[config.mk]
export PLATFORM = sky130hd
export DESIGN_NAME = gamma_loader
export DESIGN_NICKNAME = d
export VERILOG_FILES = /design/src/rtl/gamma_loader.sv
export SDC_FILE = /design/constraint.sdc
export NUM_CORES = 1
export LEC_CHECK = 0
export ABC_AREA = 1
export ABC_CLOCK_PERIOD_IN_PS = 4550
export CORE_ASPECT_RATIO = 0.6
export CORE_UTILIZATION = 60
export CTS_CLUSTER_DIAMETER = 150
export DETAILED_ROUTE_END_ITERATION = 7
export DONT_BUFFER_PORTS = 1
export HOLD_SLACK_MARGIN = 0.1
export PLACE_DENSITY_LB_ADDON = 0.2
export SYNTH_ARGS = -nofsm -noshare
export SYNTH_HDL_FRONTEND = slang
export SYNTH_SLANG_ARGS = --single-unit
[constraint.sdc]
create_clock -name clk_sys -period 4.55 [get_ports clk_sys]
set_input_delay 0.91 -clock clk_sys [delete_from_list [all_inputs] [get_ports clk_sys]]
set_output_delay 0.91 -clock clk_sys [all_outputs]
set_load 0.01 [all_outputs]
[src/rtl/gamma_loader.sv]
// Loads a 768-entry gamma curve (256 x R,G,B) from the curve ROM into the gamma
// corrector write port, gated to vertical blank, and drives the gamma enable.
module gamma_loader #(
  parameter int CURVE_BITS  = 3,
  parameter int ROM_LAT     = 1,
  parameter int WAIT_VBL    = 1,
  parameter int BYPASS_LOAD = 1
) (
  input  logic                   clk_sys,
  input  logic                   reset_n,
  input  logic                   gamma_present,
  input  logic                   vblank,
  input  logic                   en_cfg,
  input  logic                   load_req,
  input  logic [CURVE_BITS-1:0]  curve_sel,
  output logic                   busy,
  output logic                   done,
  output logic                   err,
  output logic [CURVE_BITS+9:0]  rom_addr,
  input  logic [7:0]             rom_data,
  output logic                   gamma_en,
  output logic                   gamma_wr,
  output logic [9:0]             gamma_wr_addr,
  output logic [7:0]             gamma_value
);

  typedef enum logic [2:0] {
    IDLE,
    WAITV,
    FETCH,
    WRITE,
    DONE
  } state_t;

  localparam logic [1:0] LAT_LAST   = 2'(ROM_LAT - 1);
  localparam logic [9:0] LAST_ENTRY = 10'd767;
  localparam logic       WAIT_EN    = (WAIT_VBL != 0);
  localparam logic       BYPASS     = (BYPASS_LOAD != 0);

  state_t                state;
  logic [CURVE_BITS-1:0] curve;
  logic [9:0]            cnt;
  logic [1:0]            wcnt;
  logic                  table_valid;
  logic                  vbl_m;
  logic                  vbl_s;
  logic                  vbl_s_d;
  logic                  vbl_rise;
  logic                  loading;

  assign vbl_rise = vbl_s & ~vbl_s_d;
  assign loading  = (state == FETCH) || (state == WRITE);

  // vblank comes from the video clock domain
  always_ff @(posedge clk_sys or negedge reset_n) begin
    if (!reset_n) begin
      vbl_m   <= 1'b0;
      vbl_s   <= 1'b0;
      vbl_s_d <= 1'b0;
    end else begin
      vbl_m   <= vblank;
      vbl_s   <= vbl_m;
      vbl_s_d <= vbl_s;
    end
  end

  always_ff @(posedge clk_sys or negedge reset_n) begin
    if (!reset_n) begin
      state         <= IDLE;
      curve         <= '0;
      cnt           <= '0;
      wcnt          <= '0;
      table_valid   <= 1'b0;
      busy          <= 1'b0;
      done          <= 1'b0;
      err           <= 1'b0;
      rom_addr      <= '0;
      gamma_en      <= 1'b0;
      gamma_wr      <= 1'b0;
      gamma_wr_addr <= '0;
      gamma_value   <= '0;
    end else begin
      done     <= 1'b0;
      err      <= 1'b0;
      gamma_wr <= 1'b0;
      gamma_en <= en_cfg & table_valid & gamma_present & ~(BYPASS & loading);

      case (state)
        IDLE: begin
          if (load_req) begin
            curve <= curve_sel;
            busy  <= 1'b1;
            cnt   <= '0;
            if (!gamma_present) begin
              state <= DONE;
              done  <= 1'b1;
              err   <= 1'b1;
            end else if (WAIT_EN) begin
              state <= WAITV;
            end else begin
              state    <= FETCH;
              rom_addr <= {curve_sel, 10'd0};
              wcnt     <= '0;
            end
          end
        end

        WAITV: begin
          if (vbl_rise) begin
            state    <= FETCH;
            rom_addr <= {curve, cnt};
            wcnt     <= '0;
          end
        end

        // rom_addr is held stable for the whole ROM latency window
        FETCH: begin
          if (wcnt == LAT_LAST) begin
            state <= WRITE;
          end else begin
            wcnt <= wcnt + 2'd1;
          end
        end

        WRITE: begin
          gamma_wr      <= 1'b1;
          gamma_wr_addr <= cnt;
          gamma_value   <= rom_data;
          if (cnt == LAST_ENTRY) begin
            state       <= DONE;
            done        <= 1'b1;
            table_valid <= 1'b1;
          end else begin
            cnt      <= cnt + 10'd1;
            state    <= FETCH;
            rom_addr <= {curve, cnt + 10'd1};
            wcnt     <= '0;
          end
        end

        DONE: begin
          state <= IDLE;
          busy  <= 1'b0;
        end

        default: begin
          state <= IDLE;
          busy  <= 1'b0;
        end
      endcase
    end
  end

endmodule

==> results of run 1 <==
synthesized netlist by cell type:
master,instances
xor2_1,1
nor2_2,1
nand3_1,14
a21oi_2,1
clkbuf_1,1
nor2_4,2
nand3b_1,1
buf_4,2
nor2_1,18
buf_6,1
inv_1,24
nor3_1,1
nand2_1,132
buf_1,1
nand2_2,7
ha_1,3
inv_2,2
o21ai_0,26
dfrtp_1,58
o21ai_1,6
or2_1,1
buf_2,3
cell usage in the layout (no fill, tap or decap):
master     count
o21ai_0       26
nor2_4         2
nand2_2        7
nor2_2         1
dfrtp_1       58
nor2_1        18
nand2_1      132
nand3_1       14
a21oi_2        1
nand3b_1       1
clkinv_2       1
xor2_1         1
inv_1         24
clkbuf_1       1
nor3_1         1
or2_1          1
bufinv_16      1
inv_2          2
clkbuf_8      12
ha_1           3
o21ai_1        6
worst reg2reg max path, delay by kind of cell (launching register included):
kind / cells / cell delay (ns)
flip-flops: 1 / 0.41
AO/OA/AOI/OAI: 1 / 0.14
buffers and inverters: 2 / 0.62
AND/OR/NAND/NOR: 6 / 0.98
logic make-up after synthesis:
family,count (synthesis),share of synthesized area
AOI/OAI and AO/OA,33,0.06657
buffers and inverters,34,0.05769
and+or+nand+nor,177,0.2855
xor gates and xnor gates,1,0.003452
adders and majority gates,3,0.01479
DFF,58,0.5720
state kept, by name (all words and copies together) (netlist names):
register	flops
vbl_s	1
gamma_value	8
busy	1
cnt	10
table_valid	1
rom_addr	13
err	1
curve	3
wcnt	2
vbl_s_d	1
vbl_m	1
gamma_wr_addr	10
gamma_en	1
state	3
done	1
gamma_wr	1
final cells by class:
class                           instances  area (um2)  share of cell area
Clock buffer                           13       168.9             0.06111
Clock inverter                          2       35.03             0.01268
Inverter                               26       97.59             0.03531
Multi-Input combinational cell        214       939.7              0.3400
Sequential cell                        58        1451              0.5251
Tap cell                               57       71.32             0.02580
metal layers:
metal,vias to the layer above,routed length [um],share of wire
met1,892,2421,0.48
met3,9,674,0.13
li1,961,-,-
met2,107,1894,0.37
met4,0,85,0.017
met5,-,0,0
power groups by stage:
stage          clock network [mW]  logic (mW)  registers (mW)
6_report                    0.479       0.333           0.750
5_1_grt                     0.509       0.396           0.765
4_1_cts                     0.492       0.335           0.751
3_5_place_dp                    0       0.336           0.757
3_3_place_gp                    0       0.327           0.755
2_1_floorplan                   0       0.285           0.736
per-stage QoR:
step           total power, mW  setup slack, ns  instances    util
5_1_grt                  1.669            2.054        370  0.7179
2_1_floorplan            1.021            2.968        306       -
6_report                 1.561            2.340        370  0.7179
3_5_place_dp             1.093            2.387        355  0.6649
4_1_cts                  1.578            2.337        370  0.7179
3_3_place_gp             1.082            2.443        355  0.6649
how the worst max path moves through the flow:
stage / startpoint / endpoint / slack (ns)
2_1_floorplan: load_req / cnt[5] / 2.97
3_3_place_gp: state[2] / rom_addr[4] / 2.44
3_5_place_dp: state[2] / rom_addr[4] / 2.39
4_1_cts: state[2] / rom_addr[4] / 2.34
5_1_grt: state[2] / rom_addr[2] / 2.05
6_report: state[2] / rom_addr[4] / 2.34
==> run_results.csv, run 1 <==
group,metric,value,unit
power,pwr-share-comb,0.213,
worst_setup_path,r2r_slack,2.34,ns
logic_synthesis,syn-cell-area,2537,um2
finish,final.fill_count,305,
worst_setup_path,cp.depth,9,
drt,via_count,1969,
placed_design,finalWeightedCongestion,0.8884,
cts,clk_pin_slew,0.06,ns
floorplan,start_util,0.6591,
power,p_sw,540.0,uW
global_routing,met1_usage,0.3856,
worst_setup_path,path_common_cell,"nand2_1",
worst_setup_path,cpMaxStageDelayCell,"inv_1",
global_routing,grt_util_met3,0.1008,
finish,drive_gt1_frac,0.08626,
floorplan,coreArea,3850,um2
logic_synthesis,yosysTopAreaCell,"dfrtp_1",
logic_synthesis,ys_types,22,
timing,worstMarginPinSlew,0.8840,ns
cts,cts_setup_buffers,0,
global_routing,grt_use_met2,0.3280,
power,ir_worst_vdd,385.9,uV
drt,ant_nets,0,
timing,report.final.slew_viol_count,0,
global_routing,grt_max_degree,59,
logic_synthesis,synth_warnings,0,
worst_setup_path,start_kind,"flip-flop",
cts,cts_buffers,9,
global_routing,grt_overflow_total,0,
drt,wire_per_inst,13.72,um
worst_setup_path,cp_slowest_stage_delay,0.56,ns
global_routing,grt_pass1_wl,8404,um
logic_synthesis,syn_inst,306,
power,seqPwrFrac,0.480,
timing,relSlewSlack,0.4100,
floorplan,num_io_pins,53,
timing,clock_skew,0.006194,ns
power,leakage,1.439,nW
run_status,status,"finished clean",
worst_setup_path,rr_worst_depth,9,
worst_setup_path,rr_startpoint,"state[2]",
floorplan,num_rows,17,
worst_setup_path,cp-end-kind,"flip-flop",
finish,postLayoutCellArea,2764,um2
worst_setup_path,r2r-end,"rom_addr[4]",
global_routing,grtUsageTotal,0.2610,
timing,timing.fmax,452.4,MHz
run,drv_cap,0,
logic_synthesis,synth.net_count,326,
global_routing,busiest_layer,"met1",
floorplan,die_h,52.37,um
worst_setup_path,cp_cell_sequence,"inv_1 > nand2_1 > nor2_4 > inv_1 > nor2_1 > o21ai_0 > nand2_1 > nand2_1 > nand2_1",
worst_setup_path,critPathBufInv,2,
power,power.density,564.8,nW/um2
timing,rsz0062_at_grt,"no",
logic_synthesis,synthTopCellsByArea,"dfrtp_1 (57%), nand2_1 (20%), o21ai_0 (5.1%)",
global_routing,grt_pass1_vias,1744,
power,internal-power,1.021,mW
cts,cts_tree,"yes",
worst_setup_path,crit_family,"simple AND/OR/NAND/NOR gates",
placed_design,dpl_cell_area,2560,um2
floorplan,die_w,85.96,um
cts,clock_latency,0.33,ns
worst_setup_path,arrival,2.48,ns
logic_synthesis,ys_ff_latch,58,
drt,drc,0,
power,swShare,0.3459,
worst_hold_path,hold_path_class,"input pin to asynchronous set/reset pin",
logic_synthesis,yosysSeqAreaShare,0.5720,
drt,wl,5075,um
timing,hold-worst-slack,0.2738,ns
finish,diodes,0,
finish,fin_nets,329,
power,clock_power_share,0.307,
drt,drtPass1Iterations,4,
logic_synthesis,synth_area_per_cell,8.292,um2
worst_setup_path,critical_path_class,"flip-flop to flip-flop",
placed_design,portBuffers,0,
timing,finalSetupTns,0,ns
timing,finalHoldViolCount,0,
drt,vias_per_cell,5.322,
cts,cts_sinks,58,
cts,cts_buffer_depth,2,
worst_setup_path,crit_fanout,34,
global_routing,antenna_found_initial,0,
cts,cts_max_level,3,
worst_setup_path,worstPathRequired,4.82,ns
timing,fin_crit_sh,0.4858,
drt,drtIter0Drc,210,
timing,finalSetupViolations,0,
cts,ctsResizeCount,0,
finish,syn2layout_area_growth,8.925,%
logic_synthesis,yosysTopAreaCellShare,0.5720,
cts,ctsHoldBuffers,0,
placed_design,place_hpwl,3429,um
cts,root_buffer,"clkbuf_8",
timing,min_period,2.210,ns
floorplan,dieArea,4501,um2
No activity file was read; power rests on OpenSTA's default activity.
==> inputs of run 2 (changes only) <==
- ABC_AREA: 1 -> 0
- ABC_CLOCK_PERIOD_IN_PS: 4550 -> 2090
- clock period: 4.55 -> 2.09 ns (I/O delays scaled with it)
==> run 2 against run 1 <==
Effect of this change:
- maximum frequency increased by 12%
- sequential cell count unchanged
- final area increased by 3.8%
- sequential share of layout area decreased by 1.9 points
- routed wire length increased by 2.8%
- worst hold slack got worse by 0.087 ns
- synthesized area increased by 1.1%
- largest power group unchanged
- critical endpoint is now rom_addr[12]
==> run_results.csv, run 2 <==
group,metric,value,unit
run_status,status,"finished clean",
placed_design,place_hpwl,3568,um
logic_synthesis,synthTopCellsByCount,"nand2_1 (59), dfrtp_1 (58), nor2_1 (13)",
logic_synthesis,ys_ff_latch,58,
timing,rsz0062_at_grt,"no",
drt,wire_per_inst,17.16,um
drt,top_layer,"met4",
finish,final_cell_mix,"nand2_1 (59), dfrtp_1 (58), nor2_1 (13), clkbuf_8 (10)",
global_routing,grt_overflow_total,0,
logic_synthesis,yosysTopAreaCell,"dfrtp_1",
logic_synthesis,synthAdderAreaFrac,0.01463,
worst_setup_path,start_kind,"flip-flop",
global_routing,grtUsageTotal,0.2543,
worst_setup_path,cp.depth,5,
drt,drtIter0Drc,108,
worst_setup_path,rr_worst_depth,5,
drt,dr_wl_met3,464,um
finish,final-instance-count-excl-fill,304,
placed_design,portBuffers,0,
drt,drc,0,
timing,fin_crit_sh,0.9471,
logic_synthesis,yosysTopAreaCellShare,0.5659,
finish,syn2layout_area_growth,11.90,%
worst_setup_path,worstPathRequired,2.31,ns
power,power.total,4.315,mW
floorplan,start_util,0.6626,
run,drv_cap,0,
logic_synthesis,yosysSeqAreaShare,0.5659,
logic_synthesis,synth_compound_area_frac,0.07073,
global_routing,antenna_found_initial,0,
global_routing,grt_max_degree,59,
finish,largest_reg_flops,13,
worst_setup_path,cp_cell_sequence,"ha_2 > nand4_2 > nor3_4 > a21o_4 > mux2_2",
global_routing,grt_pass1_wl,8128,um
logic_synthesis,ys_types,46,
logic_synthesis,syn-cell-area,2565,um2
placed_design,finalWeightedCongestion,0.8779,
cts,clock_latency,0.33,ns
logic_synthesis,synth-main-ff-cell,"dfrtp_1",
worst_hold_path,hold_path_class,"input pin to flip-flop",
drt,wl_met1,2183,um
power,ir_worst_vdd,806.8,uV
finish,final.fill_count,273,
finish,diodes,0,
worst_setup_path,arrival,2.20,ns
cts,cts_buffers,9,
floorplan,num_io_pins,53,
floorplan,coreArea,3871,um2
logic_synthesis,synth_top_family_by_area,"simple AND/OR/NAND/NOR gates",
logic_synthesis,synth.net_count,254,
logic_synthesis,synth_warnings,0,
floorplan,dieArea,4549,um2
global_routing,grt_pass1_vias,1717,
worst_setup_path,critPathBufInv,0,
placed_design,place_ws,-0.04712,ns
timing,worstMarginPinSlew,0.4520,ns
drt,ant_nets,0,
finish,utilization,0.7414,
cts,cts_sinks,58,
power,leakage,1.453,nW
finish,final_common_cell,"nand2_1",
logic_synthesis,synthMuxAreaShare,0.09171,
timing,relSlewSlack,0.6970,
logic_synthesis,synthSimpleGateAreaFrac,0.1912,
placed_design,dp.cells,284,
cts,root_buffer,"clkbuf_8",
worst_setup_path,cp-end-kind,"flip-flop",
logic_synthesis,synth_edf_count,0,
logic_synthesis,synth_most_common_cell,"nand2_1",
worst_setup_path,critical_path_class,"flip-flop to flip-flop",
worst_setup_path,cp_slowest_stage_delay,0.45,ns
worst_hold_path,hold_depth,1,
finish,reg_top3,"rom_addr: 13 flops, cnt: 10 flops, gamma_wr_addr: 10 flops",
timing,finalSetupViolations,0,
timing,clock_skew,0.007596,ns
drt,via_count,1755,
drt,drtPass1Iterations,4,
drt,vias_per_cell,5.773,
logic_synthesis,synthTopCellsByArea,"dfrtp_1 (57%), nand2_1 (8.6%), mux2_4 (5.3%)",
logic_synthesis,synth_area_per_cell,10.96,um2
finish,regMostFlops,"rom_addr",
drt,dr_wl_met2,2486,um
floorplan,die_w,86.41,um
worst_setup_path,r2r_slack,0.11,ns
worst_setup_path,cpMaxStageDelayCell,"dfrtp_1",
timing,report.final.slew_viol_count,0,
cts,cts_tree,"yes",
cts,clk_pin_slew,0.06,ns
logic_synthesis,synth-xor-area-share,0.02049,
power,power.density,1503,nW/um2
timing,timing.fmax,505.2,MHz
cts,cts_max_level,3,
floorplan,num_rows,17,
timing,finalHoldViolCount,0,
timing,worst_slack,0.1106,ns
finish,drive_gt1_frac,0.2065,
worst_setup_path,crit_fanout,14,
timing,min_period,1.979,ns
logic_synthesis,syn_inst,234,
floorplan,die_h,52.65,um
drt,wl,5218,um
worst_setup_path,crit_family,"simple AND/OR/NAND/NOR gates",
cts,cts_buffer_depth,2,
logic_synthesis,synthArstFlopShare,1.000,
finish,fin_nets,262,
==> run 2: per-stage QoR <==
stage                     hold WS (ns)  instance area (um2)  setup TNS (ns)
final                           0.1866                 2870               0
after global placement          0.1236                 2587               0
after global routing            0.1702                 2870               0
after floorplan                 0.1224                 2565               0
after detailed placement        0.1237                 2587         -0.1601
after CTS                       0.1700                 2860               0
==> run 2: cells by family (layout without fill, tap and decap cells) <==
logic type	Yosys count	in the layout
AND/OR/NAND/NOR	101	101
flip-flops	58	58
AO/OA/AOI/OAI	27	27
buffers and inverters	21	34
multiplexers	18	18
XOR/XNOR	6	6
adder cells (fa/ha/maj)	3	3
==> run 2: worst reg2reg max path: stages (launching register included) <==
cell and delay (ns):
dfrtp_1 0.45, ha_2 0.28, nand4_2 0.22, nor3_4 0.25, a21o_4 0.30, mux2_2 0.37
==> run 2: final timing paths <==
check,from,end
worst max register to register,cnt[0],rom_addr[12]
max in group asynchronous,reset_n,busy
worst min register to register,vbl_m,vbl_s
min in group asynchronous,reset_n,done
worst min-delay path,gamma_present,err
worst max-delay path,cnt[0],rom_addr[12]
==> run 2: routing by layer <==
layer | up-vias | track usage
li1 | 808 | -
met1 | 855 | 0.2917
met2 | 82 | 0.4193
met3 | 10 | 0.1071
met4 | 0 | 0.1222
met5 | - | 0
==> run 2: cell type report <==
type	count	area (um2)	area share
timing repair buffer	8	85.08	0.02964
clock inverter	5	77.57	0.02703
inverter	10	37.54	0.01308
clock buffer	11	141.4	0.04926
multi-input combinational	155	1006	0.3505
sequential	58	1451	0.5057
tap	57	71.32	0.02485
==> run 2: power by group <==
part,total [mW],switching (mW),internal (mW)
Combinational,1.16,0.624,0.537
Sequential,2.04,0.517,1.52
Clock,1.12,0.418,0.699
Total,4.32,1.56,2.76
==> run 2: timing repair <==
item | CTS | global route
resized for setup | 1 | 1
hold buffers | 3 | 0
gates cloned | 0 | 0
hold endpoints to repair | 59 | 0
endpoints found under the setup margin | 9 | 4
setup buffers | 0 | 1
